## src/rtl/mem_arbiter.sv

```systemverilog
// Main-memory port arbiter shared by the I-cache and D-cache miss engines.
// D side wins by default; a streak counter forces an I grant after MAX_D_STREAK.
module mem_arbiter #(
    parameter int MAX_D_STREAK = 2,
    parameter int AW           = 16,
    parameter int DW           = 16
) (
    input  logic          clk,
    input  logic          rst,
    input  logic          i_req,
    input  logic [AW-1:0] i_addr,
    input  logic          d_req,
    input  logic          d_wr,
    input  logic [AW-1:0] d_addr,
    input  logic [DW-1:0] d_wdata,
    input  logic [DW-1:0] mem_rdata,
    input  logic          mem_done,
    output logic          mem_en,
    output logic          mem_wr,
    output logic [AW-1:0] mem_addr,
    output logic [DW-1:0] mem_wdata,
    output logic          i_done,
    output logic          d_done,
    output logic [DW-1:0] rdata,
    output logic          i_grant,
    output logic          d_grant
);

    localparam int SW = (MAX_D_STREAK < 1) ? 1 : $clog2(MAX_D_STREAK + 1);
    localparam logic [SW-1:0] STREAK_MAX = SW'(MAX_D_STREAK);

    typedef enum logic [1:0] {
        S_IDLE,
        S_ISSUE,
        S_BUSY,
        S_RESP
    } state_t;

    state_t        r_state;
    logic [SW-1:0] r_streak;
    logic          r_mem_en;
    logic          r_mem_wr;
    logic [AW-1:0] r_mem_addr;
    logic [DW-1:0] r_mem_wdata;
    logic          r_i_done;
    logic          r_d_done;
    logic [DW-1:0] r_rdata;
    logic          r_i_grant;
    logic          r_d_grant;

    logic w_any_req;
    logic w_i_starved;
    logic w_d_wins;

    assign w_any_req   = i_req | d_req;
    assign w_i_starved = i_req & (r_streak == STREAK_MAX);
    assign w_d_wins    = d_req & ~w_i_starved;

    // Transaction FSM: arbitrate, issue one mem_en, wait, return done/data.
    always_ff @(posedge clk) begin
        if (rst) begin
            r_state     <= S_IDLE;
            r_streak    <= '0;
            r_mem_en    <= 1'b0;
            r_mem_wr    <= 1'b0;
            r_mem_addr  <= '0;
            r_mem_wdata <= '0;
            r_i_done    <= 1'b0;
            r_d_done    <= 1'b0;
            r_rdata     <= '0;
            r_i_grant   <= 1'b0;
            r_d_grant   <= 1'b0;
        end else begin
            r_mem_en <= 1'b0;
            r_i_done <= 1'b0;
            r_d_done <= 1'b0;
            case (r_state)
                S_IDLE: begin
                    if (w_any_req) begin
                        r_mem_en <= 1'b1;
                        r_state  <= S_ISSUE;
                        if (w_d_wins) begin
                            r_mem_addr  <= d_addr;
                            r_mem_wr    <= d_wr;
                            r_mem_wdata <= d_wdata;
                            r_d_grant   <= 1'b1;
                            if (!i_req) begin
                                r_streak <= '0;
                            end else if (r_streak != STREAK_MAX) begin
                                r_streak <= r_streak + 1'b1;
                            end
                        end else begin
                            r_mem_addr  <= i_addr;
                            r_mem_wr    <= 1'b0;
                            r_mem_wdata <= '0;
                            r_i_grant   <= 1'b1;
                            r_streak    <= '0;
                        end
                    end
                end
                S_ISSUE: begin
                    r_state <= S_BUSY;
                end
                S_BUSY: begin
                    if (mem_done) begin
                        r_rdata  <= mem_rdata;
                        r_i_done <= r_i_grant;
                        r_d_done <= r_d_grant;
                        r_state  <= S_RESP;
                    end
                end
                S_RESP: begin
                    r_i_grant <= 1'b0;
                    r_d_grant <= 1'b0;
                    r_state   <= S_IDLE;
                end
                default: begin
                    r_state <= S_IDLE;
                end
            endcase
        end
    end

    assign mem_en    = r_mem_en;
    assign mem_wr    = r_mem_wr;
    assign mem_addr  = r_mem_addr;
    assign mem_wdata = r_mem_wdata;
    assign i_done    = r_i_done;
    assign d_done    = r_d_done;
    assign rdata     = r_rdata;
    assign i_grant   = r_i_grant;
    assign d_grant   = r_d_grant;

endmodule
```

## config.mk

```make
export PLATFORM = sky130hd
export DESIGN_NAME = mem_arbiter
export DESIGN_NICKNAME = d
export VERILOG_FILES = /design/src/rtl/mem_arbiter.sv
export SDC_FILE = /design/constraint.sdc
export NUM_CORES = 1
export LEC_CHECK = 0
export CAP_MARGIN = 30
export CORE_ASPECT_RATIO = 1.25
export CORE_MARGIN = 3
export CORE_UTILIZATION = 35
export CTS_CLUSTER_DIAMETER = 120
export DETAILED_ROUTE_END_ITERATION = 6
export PLACE_DENSITY = 0.73
export SYNTH_ARGS = -nofsm -noshare
export SYNTH_HDL_FRONTEND = slang
export SYNTH_SLANG_ARGS = --single-unit
```

## constraint.sdc

```tcl
create_clock -name clk -period 2.09 [get_ports clk]
set_clock_uncertainty 0.15 [all_clocks]
set_input_delay 0.3135 -clock clk [delete_from_list [all_inputs] [get_ports clk]]
set_output_delay 0.3135 -clock clk [all_outputs]
set_load 0.02 [all_outputs]
```

==> results of run 1 <==
-- power by group through the flow --
stage          sequential, mW  combinational, mW  clock [mW]
2_1_floorplan            1.66              0.696           0
3_3_place_gp             1.44               1.61           0
3_5_place_dp             1.44               1.64           0
4_1_cts                  1.42               1.64        1.08
5_1_grt                  1.45               1.76        1.13
6_report                 1.42               1.63        1.04
-- critical path, delay by kind of cell, from the launching register on --
kind                       cells  cell delay (ns)
adders and majority gates      1             0.24
AOI/OAI and AO/OA              2             0.50
and+or+nand+nor                1             0.56
buffers and inverters          1             0.05
DFF                            1             0.33
-- layout make-up --
| class | count | area share [%] |
|---|---|---|
| inverter | 5 | 0.488 |
| clock buffer | 13 | 4.39 |
| clock inverter | 2 | 0.911 |
| timing repair buffer | 136 | 35.1 |
| sequential | 58 | 30.2 |
| multi-input combinational | 154 | 26.2 |
| tap | 85 | 2.77 |
-- per-layer routing --
layer	global-route usage (%)	part of all wire (%)	vias to the layer above
li1	-	-	1107
met1	20.5	41	1027
met2	25.5	46	95
met3	8.29	11	6
met4	6.46	1.3	0
met5	0	0	-
-- flip-flops by register name, indices dropped and copies added, names as in the netlist --
| name | cells |
|---|---|
| r_streak | 2 |
| i_done | 1 |
| d_grant | 1 |
| mem_en | 1 |
| d_done | 1 |
| mem_wdata | 16 |
| mem_wr | 1 |
| rdata | 16 |
| r_state | 2 |
| i_grant | 1 |
| mem_addr | 16 |
-- cell usage after synthesis, types with 2 or more instances --
cell type  count
dfxtp_1       58
nand2_1       38
a21oi_1       20
nor2_1        19
nor3b_1       18
a32oi_1       17
a221o_2       10
clkbuf_1       9
a221o_1        6
buf_2          5
ha_1           5
inv_1          5
buf_6          3
buf_1          2
buf_4          2
nand2b_1       2
nand3_1        2
o21a_1         2
-- cells by family after synthesis --
| kind of cell | after synthesis | synth area share, % |
|---|---|---|
| buf+inv | 26 | 5.82 |
| simple gates | 87 | 19.4 |
| fa+ha+maj | 5 | 2.72 |
| flops | 58 | 50.5 |
| compound gates | 61 | 21.2 |
| mux | 1 | 0.435 |
-- worst paths after layout --
check	start	to	slack, ns	cells after the start
worst min-delay path	rdata[5]	rdata[5]	0.30	2
worst max register to register	r_streak[0]	mem_addr[8]	0.20	5
worst min register to register	rdata[5]	rdata[5]	0.30	2
worst max-delay path	r_streak[0]	mem_addr[8]	0.20	5
==> impl_metrics.yaml, run 1 <==
floorplan:
  die_x_um: 78.5
  die_area_um2: 7590
  core_area_um2: 6290
  dieHeight_um: 96.7
  start_util_pct: 36.6
  ios: 124
  rows: 32
sta:
  setup_slack_ns: 0.197
  hold_ws_ns: 0.302
  max_freq_ghz: 0.528
  slew_headroom_pct: 55.7
  fin_crit_ns: 1.89
  worstMarginPinSlew_ns: 0.664
  report.final.slew_viol_count: 0
  tns_ns: 0
  setup_violations: 0
  hold_viol: 0
  fin_crit_sh_pct: 90.6
  rsz0062_at_grt: "no"
synth:
  synth_area_leaders: "dfxtp_1 (50%), a32oi_1 (6.5%), nand2_1 (6.2%)"
  syn-num-nets: 313
  async_flop_share_pct: 0
  syn_area_per_cell_um2: 9.67
  synthFlopType: "dfxtp_1"
  yosys.area.top_type: "dfxtp_1"
  syn-instance-count: 238
  synth_edf_count: 0
  ys_ff_latch: 58
  synth_warnings: 0
  yosysSeqAreaShare_pct: 50.5
  synth_top_area_share_pct: 50.5
  netlist_area_um2: 2300
  synth.distinct_cells: 33
power:
  internal-power_mw: 2.75
  p_per_area_nw_per_um2: 1060
  switching_share_pct: 32.7
  power.leakage_nw: 1.40
  clkPwrFrac_pct: 25.4
  fin_total_pwr_mw: 4.09
  ir_drop_v: 0.000513
  p_sw_mw: 1.34
  combPwrFrac_pct: 39.8
  seqPwrFrac_pct: 34.8
detailed_routing:
  vias_per_cell: 4.93
  drc: 0
  drtAntennaViolNets: 0
  drt-pass1-iter-count: 4
  drt-initial-drc-count: 90
  wl_um: 6360
  wire_per_inst_um: 14.0
  vias: 2235
flow_run:
  maxCapViolCount: 0
layout:
  final_util_pct: 61.2
  antenna_cells: 0
  fin_cells: 453
  layout_common_cells: "clkdlybuf4s50_1 (122), dfxtp_1 (58), nand2_1 (38)"
  fillers: 555
  drive_above_1_share_pct: 11.4
  final_cell_area_um2: 3840
  layout_commonest_cell: "clkdlybuf4s50_1"
  synthToLayoutAreaGrowth_pct: 67.1
  multiInputGateArea_um2: 1010
  area.sequential_um2: 1160
  layout.nets: 439
global_routing:
  grtUsageTotal_pct: 16.9
  grt_pass1_vias: 2167
  grt_first_pass_wirelength_um: 10300
  overflow: 0
  grt_max_degree: 61
  antenna_found_initial: 0
worst_setup_path:
  critPathMaxStageDelay_ns: 0.56
  timing.critical_path.required_ns: 2.21
  cp-end-kind: "register"
  arrival_ns: 2.01
  slowest_stage: "nor3b_4"
  critical_path.cell_chain: "inv_1 -> ha_1 -> a21bo_4 -> nor3b_4 -> a221o_2"
  crit_path_start_kind: "register"
  criticalPathCategory: "register to register"
  cp_max_fo: 16
cts:
  htreeDepth: 3
  cts_buffers: 9
  tritoncts: "done"
  postCtsSetupRepairBufs: 0
  clkSinkCount: 58
  clkTransAtPathRegs_ns: 0.06
  ctsHoldBuffers: 0
  clock_path_buffers: 2
  cts_resized: 0
  clk_latency_ns: 0.32
  root_buffer: "clkbuf_8"
place:
  portBuffers: 123
  gp_congestion: 0.763
  placed_area_um2: 3630
  dp_hpwl_um: 4460
  dp.cells: 437
  place_ws_ns: -0.205
status:
  status: "finished clean"
hold_path:
  hold_class: "register to register"
Power figures use the tool's default switching activity.
==> inputs of run 2 (changes only) <==
--- a/config.mk
+++ b/config.mk
@@ -11,6 +11,7 @@
 export CORE_UTILIZATION = 35
 export CTS_CLUSTER_DIAMETER = 120
 export DETAILED_ROUTE_END_ITERATION = 6
+export GPL_TIMING_DRIVEN = 0
 export PLACE_DENSITY = 0.73
 export SYNTH_ARGS = -nofsm -noshare
 export SYNTH_HDL_FRONTEND = slang
==> run 2 against run 1 <==
Worst setup slack got worse by 0.012 ns. Flip-flop and latch count did not move. Register-to-register slack about the same. Critical endpoint is now mem_addr[5]. Largest cell class unchanged. Largest power group unchanged.
==> impl_metrics.yaml, run 2 (synthesis gave the netlist of run 1 again) <==
layout:
  final_util_pct: 61.2
  fin_cells: 460
  drive_above_1_share_pct: 10.7
  synthToLayoutAreaGrowth_pct: 67.1
  layout_commonest_cell: "clkdlybuf4s50_1"
  layout_common_cells: "clkdlybuf4s50_1 (121), dfxtp_1 (58), nand2_1 (38)"
  layout.nets: 445
  antenna_cells: 0
  final_cell_area_um2: 3840
  fillers: 569
sta:
  worstMarginPinSlew_ns: 0.551
  hold_ws_ns: 0.128
  setup_violations: 0
  max_freq_ghz: 0.525
  tns_ns: 0
  report.final.slew_viol_count: 0
  fin_crit_sh_pct: 91.1
  hold_viol: 0
  setup_slack_ns: 0.185
  rsz0062_at_grt: "no"
  slew_headroom_pct: 63.1
  fin_crit_ns: 1.90
detailed_routing:
  vias: 2262
  drtAntennaViolNets: 0
  wl_um: 6420
  drt-initial-drc-count: 57
  wire_per_inst_um: 14.0
  drc: 0
  vias_per_cell: 4.92
  drt-pass1-iter-count: 4
worst_setup_path:
  cp_max_fo: 10
  cp-end-kind: "register"
  timing.critical_path.required_ns: 2.16
  crit_path_start_kind: "register"
  criticalPathCategory: "register to register"
  arrival_ns: 1.98
place:
  place_ws_ns: -0.00374
  placed_area_um2: 3620
  dp_hpwl_um: 4790
  portBuffers: 121
  dp.cells: 444
  gp_congestion: 0.763
cts:
  root_buffer: "clkbuf_8"
  cts_buffers: 9
  tritoncts: "done"
  clock_path_buffers: 2
  ctsHoldBuffers: 0
  clkSinkCount: 58
  htreeDepth: 3
  postCtsSetupRepairBufs: 0
  cts_resized: 0
  clkTransAtPathRegs_ns: 0.07
  clk_latency_ns: 0.33
global_routing:
  grtUsageTotal_pct: 17.4
  overflow: 0
  antenna_found_initial: 0
  grt_max_degree: 13
  grt_pass1_vias: 2327
  grt_first_pass_wirelength_um: 10500
floorplan:
  dieHeight_um: 96.7
  die_area_um2: 7590
  ios: 124
  start_util_pct: 36.6
  die_x_um: 78.5
  core_area_um2: 6290
  rows: 32
power:
  p_per_area_nw_per_um2: 1080
  power.leakage_nw: 1.39
  ir_drop_v: 0.000540
  fin_total_pwr_mw: 4.15
hold_path:
  hold_class: "input port to register"
flow_run:
  maxCapViolCount: 0
status:
  status: "finished clean"
run 2: cell count changes in the layout (fill, tap and decap cells not counted), sizes merged:
cell	change
clkbuf	+5
buf	-2
clkinv	+2
bufinv	+1
clkdlybuf4s50	-1
clkinvlp	+1
inv	+1
run 2: cell type report:
| class | instances | area [µm²] | share of cell area, % |
|---|---|---|---|
| Buffer | 21 | 115 | 2.99 |
| Sequential cell | 58 | 1160 | 30.2 |
| Timing Repair Buffer | 121 | 1210 | 31.5 |
| Clock inverter | 7 | 103 | 2.67 |
| Inverter | 5 | 18.8 | 0.488 |
| Clock buffer | 9 | 124 | 3.22 |
| Tap cell | 85 | 106 | 2.77 |
| Multi-Input combinational cell | 154 | 1010 | 26.2 |
run 2: worst max-delay path, stage by stage, from the launching register on:
cell and delay, ns:
dfxtp_1 0.33, inv_1 0.10, ha_1 0.16, buf_4 0.15
o21a_1 0.30, buf_4 0.24, nor3b_1 0.07, a221o_2 0.30
run 2: power breakdown:
part / internal [mW] / switching, mW
Combinational: 0.754 / 0.824
Clock: 0.680 / 0.471
Sequential: 1.31 / 0.110
Total: 2.75 / 1.41
run 2: routing by layer:
layer  part of all wire (%)  up-vias  global-route usage (%)  wire length [µm]
li1                       -     1121                       -                 -
met1                     40     1037                    18.5              2590
met2                     48       95                    28.6              3050
met3                     10        9                    7.82               670
met4                    1.6        0                    9.15               104
met5                      0        -                       0                 0
run 2: final timing paths:
path	start	endpoint	slack, ns	depth (start not counted)
worst min register to register	rdata[4]	rdata[4]	0.30	2
worst max register to register	r_state[0]	mem_addr[5]	0.19	7
worst min-delay path	i_req	r_streak[1]	0.13	3
worst max-delay path	r_state[0]	mem_addr[5]	0.19	7
